`src/rtl/board_state_ram_p_pkg.sv`:
```
`default_nettype none
// ============================================================================
// Module      : board_pkg
// Description : Shared cell/result codes, FSM state type and default board
//               dimensions for the ultimate-tic-tac-toe board store.
// Revision    : 1.0 - initial release
// ============================================================================
package board_pkg;

    // Cell contents and scoring results share one 2-bit encoding.
    localparam logic [1:0] CELL_EMPTY = 2'b00;
    localparam logic [1:0] CELL_P1    = 2'b01;
    localparam logic [1:0] CELL_P2    = 2'b10;
    localparam logic [1:0] RES_DRAW   = 2'b11;

    typedef enum logic [1:0] {
        IDLE       = 2'd0,
        EVAL_MACRO = 2'd1,
        EVAL_GAME  = 2'd2,
        CLEAR      = 2'd3
    } state_t;

    // Default board geometry (SIDE = 3).
    localparam int BOARD_SIDE = 3;
    localparam int N          = BOARD_SIDE * BOARD_SIDE;
    localparam int CNT_W      = $clog2(N * N);

endpackage

`default_nettype wire

```
`src/rtl/board_state_ram_p_line_checker.sv`:
```
`default_nettype none
// ============================================================================
// Module      : line_checker
// Description : Combinational scorer for one SIDE x SIDE grid of 2-bit codes.
//               Reports a win (01/10) when a full row, column or diagonal
//               holds one player code, 11 when every entry is non-zero with no
//               line, otherwise 00.
// Ports       : i_grid   - SIDE*SIDE entries, entry k at [2k+1:2k]
//               i_last   - code of the most recent writer (tie-break)
//               o_result - 00 open, 01 P1, 10 P2, 11 draw
// Revision    : 1.0 - initial release
// ============================================================================
module line_checker
    import board_pkg::*;
#(
    parameter int SIDE      = 3,
    parameter bit MASK_DRAW = 1'b0
) (
    input  logic [2*SIDE*SIDE-1:0] i_grid,
    input  logic [1:0]             i_last,
    output logic [1:0]             o_result
);

    localparam int c_CELLS = SIDE * SIDE;

    logic [2*c_CELLS-1:0] w_line_grid;
    logic                 w_full;
    logic                 w_p1_line;
    logic                 w_p2_line;

    // Drawn entries may not contribute to a line; fullness still counts them
    // as decided.
    generate
        for (genvar g = 0; g < c_CELLS; g++) begin : g_mask
            assign w_line_grid[2*g +: 2] =
                (MASK_DRAW && (i_grid[2*g +: 2] == RES_DRAW)) ? CELL_EMPTY
                                                               : i_grid[2*g +: 2];
        end
    endgenerate

    function automatic logic has_line(input logic [2*c_CELLS-1:0] grid,
                                      input logic [1:0]           code);
        logic found;
        logic all_r;
        logic all_c;
        logic diag0;
        logic diag1;
        found = 1'b0;
        diag0 = 1'b1;
        diag1 = 1'b1;
        for (int i = 0; i < SIDE; i++) begin
            all_r = 1'b1;
            all_c = 1'b1;
            for (int j = 0; j < SIDE; j++) begin
                all_r = all_r & (grid[2*(i*SIDE+j) +: 2] == code);
                all_c = all_c & (grid[2*(j*SIDE+i) +: 2] == code);
            end
            found = found | all_r | all_c;
            diag0 = diag0 & (grid[2*(i*SIDE+i) +: 2] == code);
            diag1 = diag1 & (grid[2*(i*SIDE+(SIDE-1-i)) +: 2] == code);
        end
        return found | diag0 | diag1;
    endfunction

    always_comb begin
        o_result = CELL_EMPTY;
        w_full   = 1'b1;
        for (int i = 0; i < c_CELLS; i++) begin
            w_full = w_full & (i_grid[2*i +: 2] != CELL_EMPTY);
        end
        w_p1_line = has_line(w_line_grid, CELL_P1);
        w_p2_line = has_line(w_line_grid, CELL_P2);
        // Only the latest writer can have just completed a line.
        if (w_p1_line && w_p2_line) begin
            o_result = i_last;
        end else if (w_p1_line) begin
            o_result = CELL_P1;
        end else if (w_p2_line) begin
            o_result = CELL_P2;
        end else if (w_full) begin
            o_result = RES_DRAW;
        end
    end

endmodule

`default_nettype wire

```
`src/rtl/board_state_ram_p.sv`:
```
`default_nettype none
// ============================================================================
// Module      : board_state_ram_p
// Description : Ultimate-tic-tac-toe board store. Validates and stores moves,
//               re-scores the touched macro board and then the global board,
//               and clears the whole board with a one-cell-per-cycle sweep.
// Ports       : clk, rst_n                 - clock, async active-low reset
//               wr_en/wr_macro/wr_micro/wr_player - move request
//               wr_ack/wr_nack             - registered move response
//               rd_macro/rd_micro/rd_data  - 1-cycle-latency cell read
//               clear                      - start full-board clear
//               busy/eval_done             - status
//               macro_state/game_state     - scoring results
// Revision    : 1.0 - initial release
// ============================================================================
module board_state_ram_p
    import board_pkg::*;
#(
    parameter int SIDE      = 3,
    parameter int ADDR_W    = 4,
    parameter bit GLOBAL_EN = 1'b1
) (
    input  logic                   clk,
    input  logic                   rst_n,
    input  logic                   wr_en,
    input  logic [ADDR_W-1:0]      wr_macro,
    input  logic [ADDR_W-1:0]      wr_micro,
    input  logic [1:0]             wr_player,
    output logic                   wr_ack,
    output logic                   wr_nack,
    input  logic [ADDR_W-1:0]      rd_macro,
    input  logic [ADDR_W-1:0]      rd_micro,
    output logic [1:0]             rd_data,
    input  logic                   clear,
    output logic                   busy,
    output logic                   eval_done,
    output logic [2*SIDE*SIDE-1:0] macro_state,
    output logic [1:0]             game_state
);

    localparam int c_CELLS = SIDE * SIDE;
    localparam int c_TOTAL = c_CELLS * c_CELLS;
    localparam int c_IDX_W = $clog2(c_TOTAL);

    state_t               r_state;
    state_t               w_next_state;
    logic [1:0]           r_cells [c_TOTAL];
    logic [c_IDX_W-1:0]   r_clr_cnt;
    logic [ADDR_W-1:0]    r_mac_idx;      // zero-based macro under evaluation
    logic [1:0]           r_last_player;
    logic [2*c_CELLS-1:0] r_mres;
    logic [1:0]           r_game;
    logic [1:0]           r_rd_data;
    logic                 r_wr_ack;
    logic                 r_wr_nack;
    logic                 r_eval_done;

    logic [c_IDX_W-1:0]   w_wr_idx;
    logic [c_IDX_W-1:0]   w_rd_idx;
    logic [c_IDX_W-1:0]   w_base;
    logic [1:0]           w_sel_mres;
    logic                 w_accept;
    logic [2*c_CELLS-1:0] w_macro_grid;
    logic [1:0]           w_macro_res;
    logic [1:0]           w_game_res;

    function automatic logic addr_ok(input logic [ADDR_W-1:0] a);
        return (a != '0) && (int'(a) <= c_CELLS);
    endfunction

    function automatic logic [c_IDX_W-1:0] cell_idx(input logic [ADDR_W-1:0] m,
                                                   input logic [ADDR_W-1:0] mi);
        return c_IDX_W'((int'(m) - 1) * c_CELLS + (int'(mi) - 1));
    endfunction

    assign w_wr_idx = cell_idx(wr_macro, wr_micro);
    assign w_rd_idx = cell_idx(rd_macro, rd_micro);
    assign w_base   = c_IDX_W'(int'(r_mac_idx) * c_CELLS);

    // Current result of the addressed macro, 00 for an invalid address.
    always_comb begin
        w_sel_mres = CELL_EMPTY;
        for (int k = 0; k < c_CELLS; k++) begin
            if (int'(wr_macro) == k + 1) begin
                w_sel_mres = r_mres[2*k +: 2];
            end
        end
    end

    // Out-of-range indices only arise with invalid addresses, which are
    // already excluded by addr_ok.
    assign w_accept = wr_en && (r_state == IDLE) && !clear &&
                      addr_ok(wr_macro) && addr_ok(wr_micro) &&
                      ((wr_player == CELL_P1) || (wr_player == CELL_P2)) &&
                      (r_cells[w_wr_idx] == CELL_EMPTY) &&
                      (w_sel_mres == CELL_EMPTY) &&
                      (r_game == CELL_EMPTY);

    always_comb begin
        w_macro_grid = '0;
        for (int j = 0; j < c_CELLS; j++) begin
            w_macro_grid[2*j +: 2] = r_cells[w_base + c_IDX_W'(j)];
        end
    end

    line_checker #(.SIDE(SIDE), .MASK_DRAW(1'b0)) u_macro_chk (
        .i_grid   (w_macro_grid),
        .i_last   (r_last_player),
        .o_result (w_macro_res)
    );

    generate
        if (GLOBAL_EN) begin : g_global
            line_checker #(.SIDE(SIDE), .MASK_DRAW(1'b1)) u_game_chk (
                .i_grid   (r_mres),
                .i_last   (r_last_player),
                .o_result (w_game_res)
            );
        end else begin : g_no_global
            assign w_game_res = CELL_EMPTY;
        end
    endgenerate

    always_ff @(posedge clk or negedge rst_n) begin
        if (!rst_n) begin
            r_state <= IDLE;
        end else begin
            r_state <= w_next_state;
        end
    end

    always_comb begin
        w_next_state = r_state;
        case (r_state)
            IDLE: begin
                if (clear) begin
                    w_next_state = CLEAR;
                end else if (w_accept) begin
                    w_next_state = EVAL_MACRO;
                end
            end
            EVAL_MACRO: w_next_state = EVAL_GAME;
            EVAL_GAME:  w_next_state = IDLE;
            CLEAR: begin
                if (r_clr_cnt == c_IDX_W'(c_TOTAL - 1)) begin
                    w_next_state = IDLE;
                end
            end
            default:    w_next_state = IDLE;
        endcase
    end

    always_ff @(posedge clk or negedge rst_n) begin
        if (!rst_n) begin
            for (int i = 0; i < c_TOTAL; i++) begin
                r_cells[i] <= CELL_EMPTY;
            end
            r_clr_cnt     <= '0;
            r_mac_idx     <= '0;
            r_last_player <= CELL_EMPTY;
            r_mres        <= '0;
            r_game        <= CELL_EMPTY;
            r_rd_data     <= CELL_EMPTY;
            r_wr_ack      <= 1'b0;
            r_wr_nack     <= 1'b0;
            r_eval_done   <= 1'b0;
        end else begin
            r_wr_ack    <= w_accept;
            r_wr_nack   <= wr_en && !w_accept;
            r_eval_done <= (r_state == EVAL_GAME);
            // Non-blocking read returns the pre-write value on a collision.
            r_rd_data   <= (addr_ok(rd_macro) && addr_ok(rd_micro)) ?
                           r_cells[w_rd_idx] : CELL_EMPTY;
            case (r_state)
                IDLE: begin
                    if (clear) begin
                        r_clr_cnt <= '0;
                    end else if (w_accept) begin
                        r_cells[w_wr_idx] <= wr_player;
                        r_mac_idx         <= wr_macro - ADDR_W'(1);
                        r_last_player     <= wr_player;
                    end
                end
                EVAL_MACRO: begin
                    for (int k = 0; k < c_CELLS; k++) begin
                        if (r_mac_idx == ADDR_W'(k)) begin
                            r_mres[2*k +: 2] <= w_macro_res;
                        end
                    end
                end
                EVAL_GAME: begin
                    r_game <= w_game_res;
                end
                CLEAR: begin
                    r_cells[r_clr_cnt] <= CELL_EMPTY;
                    r_clr_cnt          <= r_clr_cnt + c_IDX_W'(1);
                    if (r_clr_cnt == '0) begin
                        r_mres <= '0;
                        r_game <= CELL_EMPTY;
                    end
                end
                default: ;
            endcase
        end
    end

    assign busy        = (r_state != IDLE);
    assign wr_ack      = r_wr_ack;
    assign wr_nack     = r_wr_nack;
    assign rd_data     = r_rd_data;
    assign eval_done   = r_eval_done;
    assign macro_state = r_mres;
    assign game_state  = r_game;

endmodule

`default_nettype wire

```
`config.mk`:
```
export PLATFORM = sky130hd
export DESIGN_NAME = board_state_ram_p
export DESIGN_NICKNAME = d
export VERILOG_FILES = /design/src/rtl/board_state_ram_p_pkg.sv /design/src/rtl/board_state_ram_p_line_checker.sv /design/src/rtl/board_state_ram_p.sv
export SDC_FILE = /design/constraint.sdc
export NUM_CORES = 1
export LEC_CHECK = 0
export CORE_MARGIN = 3
export CORE_UTILIZATION = 51
export CTS_CLUSTER_DIAMETER = 100
export CTS_CLUSTER_SIZE = 8
export DETAILED_ROUTE_END_ITERATION = 10
export PLACE_DENSITY = 0.7
export RECOVER_POWER = 25
export SETUP_SLACK_MARGIN = 0.05
export SYNTH_ARGS = -nofsm -noshare
export SYNTH_HDL_FRONTEND = slang
export SYNTH_SLANG_ARGS = --single-unit
export TNS_END_PERCENT = 5
```
`constraint.sdc`:
```
create_clock -name clk -period 4.6 [get_ports clk]
set_input_delay 0.92 -clock clk [delete_from_list [all_inputs] [get_ports clk]]
set_output_delay 0.92 -clock clk [all_outputs]
set_load 0.02 [all_outputs]
```
==> results.ini <==
[die]
die-area_mm2 = 0.04859
core_area_mm2 = 0.04480
pin_count = 48
initial_core_util_pct = 52.34
placement_rows = 77
die_w_um = 220.4
die_y_um = 220.4

[pwr]
power.ir.vdd_worst_mv = 0.3298
psw_mw = 2.966
static_leakage_nw = 10.18
power.internal_mw = 4.382
power_frac_comb_pct = 49.9
power.density_mw_per_mm2 = 264.7
report.power.total_mw = 7.347
power.share.sequential_pct = 24.4
netSwitchingFraction_pct = 40.36
p_clk_share_pct = 25.7

[clock_network]
clockRootBuffer = sky130_fd_sc_hd__clkbuf_16
cts_made_buffers = 29
clkTransAtPathRegs_ns = 0.06
tritoncts = done
clk-insertion-delay-late_ns = 0.56
postCtsHoldBufs = 0
clock_sinks = 202
clock_tree.htree_level_count = 1
cts_buffer_depth = 3

[global_route]
gr-usage-met3_pct = 12.26
busiest_layer = met2
grt.met2_usage_pct = 64.20
total_routing_usage_reported_by_global_routing_pct = 43.72
grt_pass1_wl_um = 156200
groute.layer.met1.usage_pct = 58.76
first_global_vias = 23100
number_of_antenna_violations_at_the_first_check_in_global_routing = 4
grt_max_degree = 104
overflow_after_grt = 0

[yosys]
synth_edf_count = 0
avgSynthCellArea_um2 = 10.18
synthTopCellsByCount = 300 x sky130_fd_sc_hd__mux4_2, 293 x sky130_fd_sc_hd__o21ai_0, 202 x sky130_fd_sc_hd__dfrtp_1
synth_async_sr_flop_share_pct = 100.0
synthMostInstantiatedCell = sky130_fd_sc_hd__mux4_2
postSynthRegisterBits = 202
synth_top_flop_cell = sky130_fd_sc_hd__dfrtp_1
synth_sequential_area_ratio_pct = 21.56
post_synth_instance_area_mm2 = 0.02345
yosys.area.top_type = sky130_fd_sc_hd__mux4_2
yosys_warnings = 0
post_synth_num_cell_types = 101
ys_top_cells_by_area = sky130_fd_sc_hd__mux4_2 29%, sky130_fd_sc_hd__dfrtp_1 22%, sky130_fd_sc_hd__o21ai_0 6.3%
synth.net_count = 2391
synthesis.instances = 2304
synthDominantCellAreaShare_pct = 28.82

[place]
detailedPlacementHpwl_um = 80830
place.gp.congestion = 1.075
post_dp_cell_area_mm2 = 0.02641
pre_cts_ws_ns = -1.436
port_buffers = 47
place.detailed.instances = 3016

[layout]
area.growth.synth_to_final_pct = 18.39
finish.cell_count_without_fillers = 3067
num-nets-final = 2559
postLayoutCellArea_mm2 = 0.02776
fillers = 3659
postLayoutCoreUtil_pct = 61.96
drive_above_1_share_pct = 33.32

[timing]
finalSetupViolations = 7
worst_case_setup_margin_in_the_final_layout_ns = -0.01321
worst_slew_margin_rel_pct = -106.4
fin_tns_setup_ns = -0.04181
worst_clock_skew_ns = 0.02839
final.min_clock_period_ns = 4.613
worstMarginPinSlew_ns = 3.096
final-max-slew-violation-count = 68
grt_setup_unrepaired = true
final.period_utilization_pct = 100.3
fmaxAchievable_mhz = 216.8
hold_slack_ns = 0.3793
hold_viol = 0

[setup_path]
cp_data_required_time_ns = 5.02
timing.setup.critical_path_class = flop to flop
start_kind = flop
worst_ep_arrival_time_ns = 5.03
regToRegEndpoint = macro_state[6]
ff2ff_setup_slack_ns = -0.01
setup.worst_path.end_class = flop
rr_worst_depth = 12
crit_path_max_fanout = 16
regToRegStartpoint = r_mac_idx[1]

[run_status]
failed_checks = max-capacitance violations, max-slew violations, negative setup slack
run_status = complete, but fails checks

[detailed_routing]
wl_per_cell_um = 34.72
num_vias = 23860
vias_per_cell = 7.779
detail_route.wirelength_um = 106500
drt_pre_antenna_iters = 8
first_iter_violations = 4010
drc = 0
drtAntennaViolNets = 0

[hold_path]
hold_path_class = primary input to async pin

[flow_run]
timing.max_cap.violations = 1

==> state kept, by name, indices dropped and copies added (netlist names) <==
signal	count
r_state	2
eval_done	1
macro_state	18
wr_nack	1
r_cells	162
rd_data	2
wr_ack	1
game_state	2
r_mac_idx	4
r_last_player	2
r_clr_cnt	7
==> worst max-delay path: stages, from the launching register on <==
cell	delay [ns]
sky130_fd_sc_hd__dfrtp_4	0.53
sky130_fd_sc_hd__clkinvlp_4	0.27
sky130_fd_sc_hd__ha_4	0.46
sky130_fd_sc_hd__buf_12	0.20
sky130_fd_sc_hd__mux4_2	0.57
sky130_fd_sc_hd__mux4_2	0.48
sky130_fd_sc_hd__mux2i_1	0.14
sky130_fd_sc_hd__o21ai_0	0.22
sky130_fd_sc_hd__a32oi_1	0.46
sky130_fd_sc_hd__nand4_1	0.36
sky130_fd_sc_hd__o211a_1	0.26
sky130_fd_sc_hd__a31oi_4	0.32
sky130_fd_sc_hd__o211ai_1	0.16
==> placed cells by master (no fill, tap or decap), drive strengths merged, types with 30 or more instances in the layout <==
cell,n
buf,296
ha,59
nor3,42
xnor2,44
nand2b,32
nand4,48
dfrtp,202
clkdlybuf4s50,38
clkbuf,37
mux4,308
o221ai,48
o22ai,30
o211ai,94
mux2,31
nand3,71
nor2,98
o21ai,298
a21oi,44
mux2i,87
inv,57
nand2,178
==> layer usage <==
| metal | routed length [um] | vias to the layer above |
|---|---|---|
| met1 | 38300 | 11750 |
| met4 | 7753 | 0 |
| met5 | 0 | - |
| met3 | 15090 | 448 |
| li1 | - | 9599 |
| met2 | 45350 | 2066 |
==> kinds of logic after synthesis <==
group | share of synthesized area [%]
XOR/XNOR | 2.748
buffers and inverters | 5.235
AO/OA/AOI/OAI | 18.44
adder cells (fa/ha/maj) | 3.661
AND/OR/NAND/NOR | 13.43
flip-flops | 21.56
multiplexers | 34.93
==> power groups by stage <==
stage	registers (mW)	clock network (mW)	logic, mW
global placement	1.82	0	3.40
global route	1.79	1.97	3.83
floorplan	1.83	0	2.01
detailed placement	1.82	0	3.42
CTS	1.79	1.89	3.48
finish	1.79	1.89	3.66
==> what timing repair did <==
action	4_1_cts	5_1_grt
pin swaps	21	35
endpoints found under the setup margin	173	186
resized for setup	72	148
cloned	0	3
buffers inserted	7	7
==> final cells by class <==
type / instances / area, um2 / area share, %
Multi-Input combinational cell: 1836 / 17870 / 64.38
Sequential cell: 202 / 5066 / 18.25
Timing Repair Buffer: 343 / 3099 / 11.16
Tap cell: 592 / 740.7 / 2.668
Clock buffer: 31 / 733.2 / 2.641
Inverter: 60 / 235.2 / 0.8474
Clock inverter: 1 / 8.758 / 0.03155
Antenna cell: 2 / 5.005 / 0.01803
==> worst max-delay path by stage <==
| stage | startpoint | endpoint | slack [ns] | cells past startpoint |
|---|---|---|---|---|
| floorplan | wr_macro[2] | r_cells[150] | -0.09 | 18 |
| global placement | wr_macro[0] | r_cells[79] | -1.29 | 20 |
| detailed placement | wr_macro[0] | r_cells[77] | -1.44 | 21 |
| CTS | wr_micro[2] | r_cells[147] | 0.005 | 22 |
| global route | wr_macro[0] | r_cells[64] | -0.14 | 23 |
| finish | r_mac_idx[1] | macro_state[6] | -0.01 | 12 |
Power figures use the tool's default switching activity.
